[src/rtl/imem_fetch_ctrl.sv]
// Instruction memory loader and fetch stage: LOAD fills memory word by word, RUN streams
// instructions to decode. Optional pc-overflow trap enabled by IMEM_FETCH_CTRL_TRAP_EN.
module imem_fetch_ctrl #(
  parameter int ADDR_W   = 5,
  parameter int RESET_PC = 0
) (
  input  logic              clk,
  input  logic              reset,
  input  logic              ld_valid,
  output logic              ld_ready,
  input  logic [31:0]       ld_data,
  input  logic              ld_last,
  output logic [ADDR_W-1:0] mem_addr,
  output logic              mem_we,
  output logic [31:0]       mem_wdata,
  input  logic [31:0]       mem_rdata,
  output logic              if_valid,
  input  logic              if_ready,
  output logic [31:0]       if_instr,
  output logic [ADDR_W-1:0] if_pc,
  input  logic              br_taken,
  input  logic [ADDR_W-1:0] br_target,
  output logic              ld_overflow,
  output logic              halted
);

  localparam logic [ADDR_W-1:0] LAST_ADDR = '1;
  localparam logic [ADDR_W-1:0] PC_INIT   = ADDR_W'(RESET_PC);
  localparam logic [ADDR_W-1:0] ONE       = ADDR_W'(1);

  typedef enum logic [1:0] {
    S_LOAD,
    S_RUN,
    S_HALT
  } state_e;

  state_e            state_q, state_d;
  logic [ADDR_W-1:0] pc_q, pc_d;
  logic [ADDR_W-1:0] ld_cnt_q, ld_cnt_d;
  logic              if_valid_q, if_valid_d;
  logic [31:0]       if_instr_q, if_instr_d;
  logic [ADDR_W-1:0] if_pc_q, if_pc_d;
  logic              ld_overflow_q, ld_overflow_d;
  logic              in_load;
  logic              ld_fire;
  logic              fetch_adv;

  // Gating with reset keeps the loader from seeing a write window while reset is held.
  assign in_load   = (state_q == S_LOAD) && !reset;
  assign ld_fire   = ld_valid && in_load;
  assign fetch_adv = !if_valid_q || if_ready;

  assign ld_ready    = in_load;
  assign mem_we      = ld_fire;
  assign mem_wdata   = ld_data;
  assign mem_addr    = (state_q == S_LOAD) ? ld_cnt_q : pc_q;
  assign if_valid    = if_valid_q;
  assign if_instr    = if_instr_q;
  assign if_pc       = if_pc_q;
  assign ld_overflow = ld_overflow_q;

`ifdef IMEM_FETCH_CTRL_TRAP_EN
  logic halted_q, halted_d;
  assign halted = halted_q;
`else
  assign halted = 1'b0;
`endif

  always_comb begin
    state_d       = state_q;
    pc_d          = pc_q;
    ld_cnt_d      = ld_cnt_q;
    if_valid_d    = if_valid_q;
    if_instr_d    = if_instr_q;
    if_pc_d       = if_pc_q;
    ld_overflow_d = ld_overflow_q;
`ifdef IMEM_FETCH_CTRL_TRAP_EN
    halted_d      = halted_q;
`endif
    case (state_q)
      S_LOAD: begin
        if (ld_fire) begin
          ld_cnt_d = ld_cnt_q + ONE;
          if (ld_last) begin
            state_d = S_RUN;
            pc_d    = PC_INIT;
          end else if (ld_cnt_q == LAST_ADDR) begin
            ld_overflow_d = 1'b1;
          end
        end
      end
      S_RUN: begin
        if (br_taken) begin
          // The redirect wins: drop the presented word and refetch from the target next edge.
          pc_d       = br_target;
          if_valid_d = 1'b0;
        end else if (fetch_adv) begin
          if_instr_d = mem_rdata;
          if_pc_d    = pc_q;
          if_valid_d = 1'b1;
`ifdef IMEM_FETCH_CTRL_TRAP_EN
          if (pc_q == LAST_ADDR) begin
            state_d  = S_HALT;
            halted_d = 1'b1;
          end else begin
            pc_d = pc_q + ONE;
          end
`else
          pc_d = pc_q + ONE;
`endif
        end
      end
      S_HALT: begin
        if_valid_d = 1'b0;
      end
      default: begin
        state_d = S_LOAD;
      end
    endcase
  end

  always_ff @(posedge clk or posedge reset) begin
    if (reset) begin
      state_q       <= S_LOAD;
      pc_q          <= '0;
      ld_cnt_q      <= '0;
      if_valid_q    <= 1'b0;
      if_instr_q    <= '0;
      if_pc_q       <= '0;
      ld_overflow_q <= 1'b0;
`ifdef IMEM_FETCH_CTRL_TRAP_EN
      halted_q      <= 1'b0;
`endif
    end else begin
      state_q       <= state_d;
      pc_q          <= pc_d;
      ld_cnt_q      <= ld_cnt_d;
      if_valid_q    <= if_valid_d;
      if_instr_q    <= if_instr_d;
      if_pc_q       <= if_pc_d;
      ld_overflow_q <= ld_overflow_d;
`ifdef IMEM_FETCH_CTRL_TRAP_EN
      halted_q      <= halted_d;
`endif
    end
  end

endmodule

[config.mk]
export PLATFORM = sky130hd
export DESIGN_NAME = imem_fetch_ctrl
export DESIGN_NICKNAME = d
export VERILOG_FILES = /design/src/rtl/imem_fetch_ctrl.sv
export SDC_FILE = /design/constraint.sdc
export NUM_CORES = 1
export LEC_CHECK = 0
export ABC_AREA = 1
export ABC_CLOCK_PERIOD_IN_PS = 2400
export CAP_MARGIN = 20
export CORE_ASPECT_RATIO = 0.9
export CORE_UTILIZATION = 37
export DETAILED_ROUTE_END_ITERATION = 8
export GPL_TIMING_DRIVEN = 0
export PLACE_DENSITY_LB_ADDON = 0.05
export SYNTH_ARGS = -nofsm -noshare
export SYNTH_HDL_FRONTEND = slang
export SYNTH_SLANG_ARGS = --single-unit
[constraint.sdc]
create_clock -name clk -period 2.4 [get_ports clk]
set_clock_uncertainty 0.2 [all_clocks]
set_input_delay 0.6 -clock clk [delete_from_list [all_inputs] [get_ports clk]]
set_output_delay 0.6 -clock clk [all_outputs]
set_load 0.1 [all_outputs]
**Yosys cells after proc, flatten, opt, wreduce, memory -nomap -nowiden**

Index checks and enable logic that the tools add are counted.

- Input port bits: 75
- Output and inout bits: 79
- Bits in registers: 51

- Equality and inequality tests: 6
- Bitwise gates (word level): 3
- Multiplexer cells: 12
- Add/subtract/negate cells: 2
- Reductions and logical operators: 15

Operators by type and width:

| operator | count |
|---|---|
| $mux W5 | 5 |
| $add A5 B1 Y5 const B | 2 |
| $pmux W5 S2 | 1 |
| $reduce_and A4 Y1 | 2 |
| $reduce_and A3 Y1 | 2 |
| $eq A5 B5 Y1 const B | 1 |
| $mux W2 | 2 |
| $ne A2 B2 Y1 const B | 2 |
| $pmux W2 S2 | 1 |
| $reduce_and A2 Y1 | 2 |
| $reduce_bool A2 Y1 | 2 |
| $ne A3 B3 Y1 const B | 1 |
| $not A1 Y1 | 3 |
| $eq A2 B1 Y1 const B | 1 |
| $eq A2 B2 Y1 const B | 1 |
| $logic_and A1 B1 Y1 | 2 |
| $logic_not A1 Y1 | 2 |
| $logic_not A2 Y1 | 1 |
| $mux W1 | 2 |
| $pmux W1 S2 | 1 |
| $reduce_or A2 Y1 | 1 |
| $logic_or A1 B1 Y1 | 1 |

**Depth between registers and ports, before layout**

- Word-level depth: 5
- Depth in mapped cells: 7

**Worst setup path before layout**

OpenSTA, ideal clock, no wires.

- Kind: input to output
- From: input port reset
- To: output port mem_we
- Stages: 3
- Data arrival time: 3.055 ns
- Setup slack: -1.455 ns
- Data required time: 1.600 ns
- Path buffers: 0
- Path through: nor2_1 -> nand2_1 -> inv_1

- Word-level cells in the longest chain between the ends: 3

RTL lines:

| item | line | text |
|---|---|---|
| from (decl) | 8 | `input logic reset,` |
| $logic_not A1 Y1 (no source line) | - |  |
| $logic_and A1 B1 Y1 | 49 | `assign in_load = (state_q == S_LOAD) && !reset;` |
| $logic_and A1 B1 Y1 | 50 | `assign ld_fire = ld_valid && in_load;` |
| to (decl) | 14 | `output logic mem_we,` |

No other way between the ends.

**Final worst setup path**

- From: input port ld_valid
- To: output port mem_we

- Word-level cells in the longest chain between the ends: 1

RTL lines:

| item | line | text |
|---|---|---|
| from (decl) | 9 | `input logic ld_valid,` |
| $logic_and A1 B1 Y1 | 50 |  |

No other way between the ends.

==> impl_metrics.env <==
export IMPL_dieArea_um2=7190
export IMPL_cts_sinks=50
export IMPL_busiest_layer="met2"
export IMPL_root_buffer="clkbuf_8"
export IMPL_drt_wl_total_um=5640
export IMPL_yosys_warnings=0
export IMPL_fin_hold_ws_ns=0.237
export IMPL_yosys_area_share_simple=0.155
export IMPL_area_delta_synth_final_pct=52.8
export IMPL_max_freq_ghz=0.428
export IMPL_synthAdderAreaFrac=0.0148
export IMPL_row_count=28
export IMPL_synthCells=291
export IMPL_cp_end_kind="primary output"
export IMPL_grt_pass1_wl_um=9130
export IMPL_ys_seq_area_frac=0.493
export IMPL_die_y_um=80.5
export IMPL_path_class="input pin to primary output"
export IMPL_grt_pass1_vias=2103
export IMPL_drtIter0Drc=84
export IMPL_max_cap_violations=0
export IMPL_antenna_cells=0
export IMPL_cp_start_kind="input pin"
export IMPL_status="finished, final reports clean"
export IMPL_cp_top_family="buffers and inverters"
export IMPL_regToRegStartpoint="state_q[0]"
export IMPL_synth_nets=369
export IMPL_drc=0
export IMPL_crit_buf_inv=3
export IMPL_path_clk_slew_ns=0.09
export IMPL_synth_compound_area_frac=0.119
export IMPL_hold_path_class="input pin to async pin"
export IMPL_critPathMaxStageDelay_ns=0.52
export IMPL_setup_viol=0
export IMPL_worst_ep_arrival_time_ns=1.54
export IMPL_track_usage=0.165
export IMPL_clock_latency_ns=0.29
export IMPL_crit_fanout=6
export IMPL_grtUsageMet3=0.0576
export IMPL_ys_ff_latch=50
export IMPL_cp_required_ns=1.60
export IMPL_via_per_inst=4.32
export IMPL_use_met2=0.273
export IMPL_initial_utilization=0.385
export IMPL_rsz0062_at_grt="false"
export IMPL_post_dp_hpwl_um=4360
export IMPL_antenna_found_initial=0
export IMPL_finalHoldViolCount=0
export IMPL_vdd_ir_drop_max_v=0.000392
export IMPL_fp_dieW_um=89.3
export IMPL_htreeDepth=2
export IMPL_crit_path_end="mem_we"
export IMPL_met1_usage=0.193
export IMPL_rrSetupSlack_ns=0.97
export IMPL_ios=154
export IMPL_drt_wirelength_per_cell_um=11.1
export IMPL_synth_xor_area_frac=0.0104
export IMPL_path_depth=4
export IMPL_r2r_cells=5
export IMPL_crit_chain="clkdlybuf4s50_1 -> nand2_4 -> clkinvlp_4 -> buf_8"
export IMPL_postCtsHoldBufs=0
export IMPL_port_buffers=120
export IMPL_utilization=0.588
export IMPL_startpoint="ld_valid"
export IMPL_crit_slowest_cell="clkdlybuf4s50_1"
export IMPL_clock_path_buffers=2
export IMPL_drv_slew=0
export IMPL_vias=2196
export IMPL_pwr_density_cell_nw_per_um2=738
export IMPL_cts_buffers=5
export IMPL_drtAntennaViolNets=0
export IMPL_cts_tree="built"
export IMPL_avgSynthCellArea_um2=8.72
export IMPL_leakagePower_nw=2.09
export IMPL_synth_top_family_by_area="buffers and inverters"
export IMPL_finalNetCount=497
export IMPL_globalplace_congestion=0.748
export IMPL_worst_pin_slew_ns=0.988
export IMPL_drt_pass1_iter_count=4
export IMPL_synthesis_area_um2=2540
export IMPL_grt_ovfl_total=0
export IMPL_relSlewSlack=0.344
export IMPL_core_area_um2=6590
export IMPL_timing_rr_end="pc_q[2]"
export IMPL_final_layout_size_suffix_gt1_frac=0.201
export IMPL_grt_max_degree=27
export IMPL_synth_cell_type_count=20
export IMPL_fin_crit_ns=2.34
export IMPL_muxShareOfSynthArea=0
export IMPL_period_share=0.973
==> power by group <==
group          internal, mW  total, mW  switching, mW
clock network         0.223      0.481          0.258
registers             0.934      0.989         0.0554
logic                 0.294       1.39           1.10
total                  1.45       2.86           1.41
==> how the worst min path moves through the flow <==
| stage | slack [ns] | cells past startpoint | from | endpoint |
|---|---|---|---|---|
| after floorplan | 0.24 | 1 | ld_cnt_q[3] | ld_cnt_q[3] |
| after global placement | 0.26 | 1 | ld_cnt_q[3] | ld_cnt_q[3] |
| after detailed placement | 0.26 | 1 | ld_cnt_q[3] | ld_cnt_q[3] |
| after CTS | 0.27 | 1 | ld_cnt_q[3] | ld_cnt_q[3] |
| after global routing | 0.29 | 2 | reset | if_instr[3] |
| final | 0.24 | 2 | reset | if_pc[4] |
==> placed cells by master, fill, tap and decap left out, types with 2 or more instances in the layout <==
master,n
nand3_1,12
clkbuf_4,4
clkdlybuf4s50_1,41
buf_2,2
dlygate4sd2_1,70
inv_1,47
inv_2,2
clkbuf_8,6
clkbuf_1,2
o21ai_1,10
buf_4,35
xor2_1,3
nand3_2,2
o21ai_0,13
nand4_1,2
nor2_1,6
nand2_1,71
ha_1,3
buf_6,6
dfrtp_1,50
o21ai_2,21
==> metrics by stage <==
stage	setup WS [ns]	area (µm²)	std cells	setup TNS [ns]	power [mW]
2_1_floorplan	-0.351	2550	291	-1.63	2.12
3_3_place_gp	-1.05	3860	501	-44.94	2.48
3_5_place_dp	-1.07	3880	502	-9.84	2.49
4_1_cts	-0.0430	3860	508	-0.0430	2.89
5_1_grt	0.00862	3870	508	0	2.98
6_report	0.0636	3870	508	0	2.86
==> cell families (layout without fill, tap and decap cells) <==
group / Yosys count / count (layout)
AND/OR/NAND/NOR: 96 / 96
buffers and inverters: 93 / 220
flip-flops: 50 / 50
AO/OA/AOI/OAI: 45 / 45
adder cells (fa/ha/maj): 3 / 3
XOR/XNOR: 3 / 3
other: 1 / 1
==> layer usage <==
| metal | share of wire | wire length, µm |
|---|---|---|
| met4 | 0.016 | 91 |
| met3 | 0.10 | 565 |
| met1 | 0.44 | 2480 |
| met5 | 0 | 0 |
| met2 | 0.44 | 2510 |
==> Yosys cell counts, drive strengths merged <==
cell type / number / area share
nor3: 1 / 0.0020
nand3: 14 / 0.032
nor2: 7 / 0.010
nand2: 72 / 0.11
ha: 3 / 0.015
buf: 41 / 0.13
clkbuf: 2 / 0.0030
o21bai: 1 / 0.0030
nand4: 2 / 0.0049
conb: 1 / 0.0015
dfrtp: 50 / 0.49
xor2: 3 / 0.010
inv: 50 / 0.074
o21ai: 44 / 0.12
==> state kept, by name (all words and copies together) (netlist names) <==
name         cells
if_pc            5
state_q          1
ld_overflow      1
ld_cnt_q         5
pc_q             5
if_instr        32
if_valid         1
==> worst register-to-register path: cells and delay by family (launching register included) <==
| kind | cells | cell delay, ns |
|---|---|---|
| flip-flops | 1 | 0.44 |
| buffers and inverters | 2 | 0.32 |
| AND/OR/NAND/NOR | 3 | 0.38 |
==> timing repair <==
action | CTS | global route
pin swaps | 0 | 0
endpoints found under the hold margin | 0 | 0
setup endpoints to repair | 78 | 6
buffers inserted | 0 | 0
gates resized for setup | 112 | 8
gates cloned | 0 | 0
==> cell type report <==
type | instances | area (µm²)
multi-input cells | 148 | 783
repair buffers | 121 | 1120
clock buffers | 6 | 82.6
plain buffers | 43 | 333
inverters | 50 | 191
fillers | 654 | 2710
well taps | 90 | 113
flip-flops and latches | 50 | 1250
No activity file was read; power rests on OpenSTA's default activity.
